$ cat src/rtl/stack_ctrl_if.sv
// stack_ctrl operation port: valid/ready request bundle.
// Master issues PUSH/POP/REPLACE/CLEAR; slave accepts in IDLE.
interface stack_ctrl_if #(
  parameter int DATA_W = 32
) ();
  logic              op_valid;
  logic [1:0]        op_code;
  logic [DATA_W-1:0] op_data;
  logic              op_ready;

  modport master (
    output op_valid,
    output op_code,
    output op_data,
    input  op_ready
  );

  modport slave (
    input  op_valid,
    input  op_code,
    input  op_data,
    output op_ready
  );
endinterface

$ cat src/rtl/stack_ctrl.sv
// stack_ctrl: TOS/NOS registers plus RAM spill area.
// Hides RAM write pulse and read latency behind op port.
module stack_ctrl #(
  parameter int DATA_W = 32,
  parameter int ADDR_W = 8
) (
  input  logic              CLK,
  input  logic              resetn,
  stack_ctrl_if.slave       op,
  output logic [DATA_W-1:0] top,
  output logic [DATA_W-1:0] next,
  output logic [ADDR_W:0]   depth,
  output logic              overflow,
  output logic              underflow,
  output logic [ADDR_W-1:0] ram_addr,
  output logic [DATA_W-1:0] ram_wdata,
  output logic              ram_wen,
  input  logic [DATA_W-1:0] ram_rdata
);

  localparam logic [1:0] S_IDLE = 2'd0;
  localparam logic [1:0] S_WR   = 2'd1;
  localparam logic [1:0] S_RD1  = 2'd2;
  localparam logic [1:0] S_RD2  = 2'd3;

  localparam logic [1:0] OP_PUSH = 2'd0;
  localparam logic [1:0] OP_POP  = 2'd1;
  localparam logic [1:0] OP_REPL = 2'd2;
  localparam logic [1:0] OP_CLR  = 2'd3;

  localparam int CAP_I = (1 << ADDR_W) + 2;
  localparam logic [ADDR_W:0] CAP = CAP_I[ADDR_W:0];
  localparam logic [ADDR_W:0] D0  = '0;
  localparam logic [ADDR_W:0] D1  = {{ADDR_W{1'b0}}, 1'b1};
  localparam logic [ADDR_W:0] D2  = {{(ADDR_W-1){1'b0}}, 2'b10};

  logic [1:0]        state_q, state_d;
  logic [DATA_W-1:0] top_q, top_d;
  logic [DATA_W-1:0] next_q, next_d;
  logic [ADDR_W:0]   depth_q, depth_d;
  logic [ADDR_W:0]   sp_q, sp_d;
  logic              ovf_q, ovf_d;
  logic              unf_q, unf_d;
  logic [ADDR_W-1:0] addr_q, addr_d;
  logic [DATA_W-1:0] wdata_q, wdata_d;
  logic              wen_q, wen_d;

  logic              idle;
  logic              accept;
  logic [ADDR_W:0]   sp_m1;
  logic [ADDR_W:0]   sp_p1;
  logic [ADDR_W:0]   dep_m1;
  logic [ADDR_W:0]   dep_p1;

  assign idle   = (state_q == S_IDLE);
  assign accept = op.op_valid & idle;
  assign sp_m1  = sp_q - D1;
  assign sp_p1  = sp_q + D1;
  assign dep_m1 = depth_q - D1;
  assign dep_p1 = depth_q + D1;

  assign op.op_ready = idle;
  assign top         = top_q;
  assign next        = next_q;
  assign depth       = depth_q;
  assign overflow    = ovf_q;
  assign underflow   = unf_q;
  assign ram_addr    = addr_q;
  assign ram_wdata   = wdata_q;
  assign ram_wen     = wen_q;

  // Next-state: decode accepted op, sequence RAM spill/refill
  always_comb begin
    state_d = state_q;
    top_d   = top_q;
    next_d  = next_q;
    depth_d = depth_q;
    sp_d    = sp_q;
    ovf_d   = ovf_q;
    unf_d   = unf_q;
    addr_d  = addr_q;
    wdata_d = wdata_q;
    wen_d   = 1'b0;
    unique case (state_q)
      S_IDLE: begin
        if (accept) begin
          unique case (op.op_code)
            OP_PUSH: begin
              if (depth_q == CAP) begin
                ovf_d = 1'b1;
              end else if (depth_q < D2) begin
                top_d   = op.op_data;
                next_d  = top_q;
                depth_d = dep_p1;
              end else begin
                addr_d  = sp_q[ADDR_W-1:0];
                wdata_d = next_q;
                wen_d   = 1'b1;
                sp_d    = sp_p1;
                next_d  = top_q;
                top_d   = op.op_data;
                depth_d = dep_p1;
                state_d = S_WR;
              end
            end
            OP_POP: begin
              if (depth_q == D0) begin
                unf_d = 1'b1;
              end else if (depth_q <= D2) begin
                top_d   = next_q;
                next_d  = '0;
                depth_d = dep_m1;
              end else begin
                top_d   = next_q;
                depth_d = dep_m1;
                addr_d  = sp_m1[ADDR_W-1:0];
                sp_d    = sp_m1;
                state_d = S_RD1;
              end
            end
            OP_REPL: begin
              if (depth_q < D2) begin
                unf_d = 1'b1;
              end else if (depth_q == D2) begin
                top_d   = op.op_data;
                next_d  = '0;
                depth_d = D1;
              end else begin
                top_d   = op.op_data;
                depth_d = dep_m1;
                addr_d  = sp_m1[ADDR_W-1:0];
                sp_d    = sp_m1;
                state_d = S_RD1;
              end
            end
            OP_CLR: begin
              top_d   = '0;
              next_d  = '0;
              depth_d = '0;
              sp_d    = '0;
              ovf_d   = 1'b0;
              unf_d   = 1'b0;
            end
            default: ;
          endcase
        end
      end
      S_WR: begin
        state_d = S_IDLE;
      end
      S_RD1: begin
        state_d = S_RD2;
      end
      S_RD2: begin
        next_d  = ram_rdata;
        state_d = S_IDLE;
      end
      default: begin
        state_d = S_IDLE;
      end
    endcase
  end

  // State registers; reset drops ram_wen without a clock
  always_ff @(posedge CLK or negedge resetn) begin
    if (!resetn) begin
      state_q <= S_IDLE;
      top_q   <= '0;
      next_q  <= '0;
      depth_q <= '0;
      sp_q    <= '0;
      ovf_q   <= 1'b0;
      unf_q   <= 1'b0;
      addr_q  <= '0;
      wdata_q <= '0;
      wen_q   <= 1'b0;
    end else begin
      state_q <= state_d;
      top_q   <= top_d;
      next_q  <= next_d;
      depth_q <= depth_d;
      sp_q    <= sp_d;
      ovf_q   <= ovf_d;
      unf_q   <= unf_d;
      addr_q  <= addr_d;
      wdata_q <= wdata_d;
      wen_q   <= wen_d;
    end
  end

endmodule

$ cat src/flat_wrapper.sv
// flat-port wrapper written by rule: the top's interface ports become plain ports
module stack_ctrl_flat 
#(
  parameter int DATA_W = 32,
  parameter int ADDR_W = 8
)
  (CLK, resetn, top, next, depth, overflow, underflow, ram_addr, ram_wdata, ram_wen, ram_rdata, op_op_valid, op_op_code, op_op_data, op_op_ready);
  stack_ctrl_if #(.DATA_W(DATA_W)) op_i ();
  input  logic CLK;
  input  logic resetn;
  output logic [DATA_W-1:0] top;
  output logic [DATA_W-1:0] next;
  output logic [ADDR_W:0] depth;
  output logic overflow;
  output logic underflow;
  output logic [ADDR_W-1:0] ram_addr;
  output logic [DATA_W-1:0] ram_wdata;
  output logic ram_wen;
  input  logic [DATA_W-1:0] ram_rdata;
  input wire logic [$bits(op_i.op_valid)-1:0] op_op_valid;
  input wire logic [$bits(op_i.op_code)-1:0] op_op_code;
  input wire logic [$bits(op_i.op_data)-1:0] op_op_data;
  output wire logic [$bits(op_i.op_ready)-1:0] op_op_ready;
  assign op_i.op_valid = op_op_valid;
  assign op_i.op_code = op_op_code;
  assign op_i.op_data = op_op_data;
  assign op_op_ready = op_i.op_ready;
  stack_ctrl #(.DATA_W(DATA_W), .ADDR_W(ADDR_W)) u_core (.CLK(CLK), .resetn(resetn), .op(op_i), .top(top), .next(next), .depth(depth), .overflow(overflow), .underflow(underflow), .ram_addr(ram_addr), .ram_wdata(ram_wdata), .ram_wen(ram_wen), .ram_rdata(ram_rdata));
endmodule
$ cat config.mk
export PLATFORM = sky130hd
export DESIGN_NAME = stack_ctrl_flat
export DESIGN_NICKNAME = d
export VERILOG_FILES = /design/src/rtl/stack_ctrl_if.sv /design/src/rtl/stack_ctrl.sv /design/src/flat_wrapper.sv
export SDC_FILE = /design/constraint.sdc
export NUM_CORES = 1
export LEC_CHECK = 0
export BUFFER_PORTS_ARGS = -buffer_cell sky130_fd_sc_hd__clkbuf_2
export CAP_MARGIN = 20
export CORE_ASPECT_RATIO = 1.75
export CORE_UTILIZATION = 48
export DETAILED_ROUTE_END_ITERATION = 6
export PLACE_DENSITY = 0.77
export SLEW_MARGIN = 25
export SYNTH_ARGS = -nofsm -noshare
export SYNTH_HDL_FRONTEND = slang
export SYNTH_SLANG_ARGS = --single-unit
$ cat constraint.sdc
create_clock -name CLK -period 2.1 [get_ports CLK]
set_clock_uncertainty 0.2 [all_clocks]
set_input_delay 0.105 -clock CLK [delete_from_list [all_inputs] [get_ports CLK]]
set_output_delay 0.105 -clock CLK [all_outputs]
set_load 0.005 [all_outputs]
==> key figures <==
Worst setup path
  – Critical Path RT: between 2 and 2.5 ns
  – Reg2reg setup slack: -0.24 ns
  – Crit path DAT: ~2.5 ns
  – Crit Path Category: flip-flop to flip-flop
  – Worst reg2reg path endpoint: u_core.next[4]
  – CP max stage delay: ~0.43 ns
  – Critical Path End Type: flip-flop
  – FF-to-FF Start: u_core.depth[0]
  – Worst setup SP type: flip-flop
  – Worst Reg-to-Reg Cells: 10
  – Crit-path cells: inv_4 -> ha_4 -> nand2_4 -> a211oi_4 -> a21o_4 -> buf_6 -> nor3b_4 -> buf_6 -> buf_12 -> o2bb2ai_2
  – Crit-path most repeated cell: buf_6
  – Crit path max fanout: 9
  – Critical Path Slowest Stage Cell: dfrtp_1

Floorplanning
  – Die height: roughly 160 um
  – Starting Density: ~50%
  – FP Rows: 56
  – Core area: approximately 0.013 mm2
  – Io pins: around 190
  – Die X: ~91 um
  – Die area: 0.01425 mm2

Timing
  – Fin. max-slew vios: 0
  – Achievable Freq: approximately 0.43 GHz
  – Final min period: 2.345 ns
  – RSZ-0062 raised after global routing: true
  – Final TNS setup: -15.05 ns
  – Setup Viol. Count Final: roughly 120
  – Hold WS: between 0.04 and 0.05 ns
  – Tcrit/Tclk final: 111.7%
  – Final setup margin: -0.2449 ns
  – Final Hold Viols: 0
  – Worst slew margin: about half
  – Slew @ Worst Pin: ~0.76 ns

Power and ir drop
  – Leakage: between 4 and 5 nW
  – Max rail drop VDD: between 0.0009 and 0.001 V
  – P per Cell Area: between 1000 and 1500 mW/mm2

Yosys
  – Synth area leader: dfrtp_1
  – Post-Synthesis Cells: ~610
  – Net Count, Synth: 689
  – Mapped Area: around 0.0066 mm2
  – Synthesized flop and latch total: 126
  – Synth area leaders: dfrtp_1 48%, o2bb2ai_2 6.8%, mux2i_1 6.1%, mux2_2 6.0%, a21oi_1 3.3%
  – Synth top area share: about 48%
  – Post-synth top flop: dfrtp_1
  – Library cells used by synthesis: around 60
  – Yosys Warn Count: 0
  – Asr flop ratio synth: between 90% and 100%
  – Seq/Total Area, Yosys: 47.75%
  – Number of flops mapped to enable cells by yosys: 0
  – Syn avg cell area: 10.84 um2

Outcome
  – Outcome: finished with violations
  – Failing checks: setup timing

Route
  – Post-route ant nets: 0
  – Highest metal used: met4
  – WL met3: about 1.8 mm
  – Drt pass-1 iters: 7
  – Starting DRT DRC Count: between 500 and 600
  – DR WL met2: ~14 mm
  – Vias: approximately 7000
  – DR WL/cell: between 20 and 25 um
  – Post-Route WL: 27.16 mm
  – M1 wire length: ~9 mm
  – Vias/cell: ~6.2
  – Drt drc: 0

Place
  – Port Buffers: between 150 and 200
  – Placed Area: just over 0.008 mm2
  – Dpl hpwl: about 14 mm
  – RePlAce Congestion: about 0.94

Cells and area
  – Layout cells sized above 1: just over 50%
  – Most common cell after layout, fill and taps aside: clkbuf_2
  – Syn-to-layout area delta: 56.66%
  – Post-layout nets: approximately 1000
  – Most frequent cells in the layout: 184 x clkbuf_2, 123 x dfrtp_1, 69 x buf_4
  – Final core utilization: a little under 80%
  – Final Cell Area: 0.01034 mm2

Run
  – Max-cap violations: 0

Global route
  – Pin count of the biggest net entering global routing: 65
  – Vias in the first global route: about 7000
  – Initial antenna violation count: 3
  – Total track usage: 34.19%
  – Grt ovf: 0
  – First-pass GRT wire length: about 37 mm

Clocking
  – Clk sinks: between 100 and 150
  – Clk pin slew, worst setup/hold paths: 0.07 ns
  – Total CTS buffers: 17
  – CTS H-tree lvls: 4
  – Clock latency on the worst-skew pair: ~0.42 ns
  – Clk buf depth: 2
  – Root Buffer: clkbuf_16
  – TritonCTS clock tree: yes

Hold path
  – Class of the worst hold path: input pin to asynchronous set/reset pin
==> what timing repair did <==
item | CTS | global route
hold buffers | 67 | 0
setup endpoints to repair | 92 | 125
gates resized for setup | 51 | 88
hold endpoints to repair | 192 | 0
gates cloned | 3 | 7
pin swaps | 14 | 19
buffers inserted | 23 | 12
==> cell families (layout without fill, tap and decap cells) <==
logic type	count (synthesis)	after routing	synth area share [%]
buffers and inverters	63	406	4.946
muxes	75	75	12.03
AOI/OAI and AO/OA	159	159	19.31
DFF	126	126	47.75
other	0	3	0
and+or+nand+nor	168	168	12.94
xor gates and xnor gates	7	7	0.9286
adders and majority gates	11	11	2.084
==> power breakdown <==
group          total, mW  switching (mW)  internal, mW  leakage (nW)
combinational       7.56            3.87          3.69          3.12
clock               2.96            1.26          1.70         0.286
sequential          4.79            1.26          3.53          1.59
==> worst max-delay path: cells and delay by family (launching register included) <==
kind | cells | cell delay, ns
simple gates | 2 | 0.14
buf+inv | 4 | 0.51
compound gates | 3 | 0.78
fa+ha+maj | 1 | 0.19
flops | 1 | 0.43
==> metal layers <==
metal	global-route usage, %	vias up
met3	6.329	187
li1	-	2891
met4	20.97	0
met1	35.63	3485
met5	0	-
met2	62.95	458
==> how the worst max path moves through the flow <==
stage,startpoint,endpoint,slack (ns)
final,u_core.depth[0],u_core.next[4],-0.24
after global routing,u_core.depth[0],u_core.depth[6],-0.30
after CTS,u_core.depth[1],u_core.next[29],-0.07
after detailed placement,u_core.depth[1],u_core.next[7],-0.18
after global placement,u_core.depth[0],u_core.next[2],-0.04
after floorplan,u_core.depth[6],u_core.next[10],-0.07
==> area by class of cell <==
class	count	area (um2)
clock inverter	14	147.6
clock buffer	18	439.2
timing repair buffer	358	2690
tap	174	217.7
antenna	3	7.507
multi-input combinational	420	3620
sequential	126	3157
fill	787	3039
inverter	16	65.06
==> synthesized netlist by cell type, types with 5 or more instances <==
library cell  count
nand2_1          50
mux2i_1          40
a221oi_1         14
mux2_2           35
nor3_1            6
nor4_1            5
o21ai_0          31
nor3b_1          21
or3_1             5
a21oi_1          44
clkbuf_1         19
xor2_1            5
o2bb2ai_2        30
buf_6             8
nand4_1           5
nor2_1           51
nand3_1           7
buf_2            10
ha_1             11
dfrtp_1         126
inv_1            15
==> through the flow <==
stage,power (mW),setup WS [ns],std cells
5_1_grt,15.94,-0.3017,1129
6_report,15.32,-0.2449,1129
2_1_floorplan,7.637,-0.07226,609
3_5_place_dp,10.21,-0.1789,987
3_3_place_gp,9.905,-0.04328,987
4_1_cts,13.99,-0.06683,1112
==> registers in the layout, summed over array words and instances, names as in the netlist <==
name and cells:
u_core.top 32, u_core.state_q 2, u_core.next 32, u_core.depth 9, u_core.ram_wen 1, u_core.overflow 1, u_core.ram_addr 8, u_core.ram_wdata 32
u_core.sp_q 8, u_core.underflow 1
(Power assumes the default switching activity.)
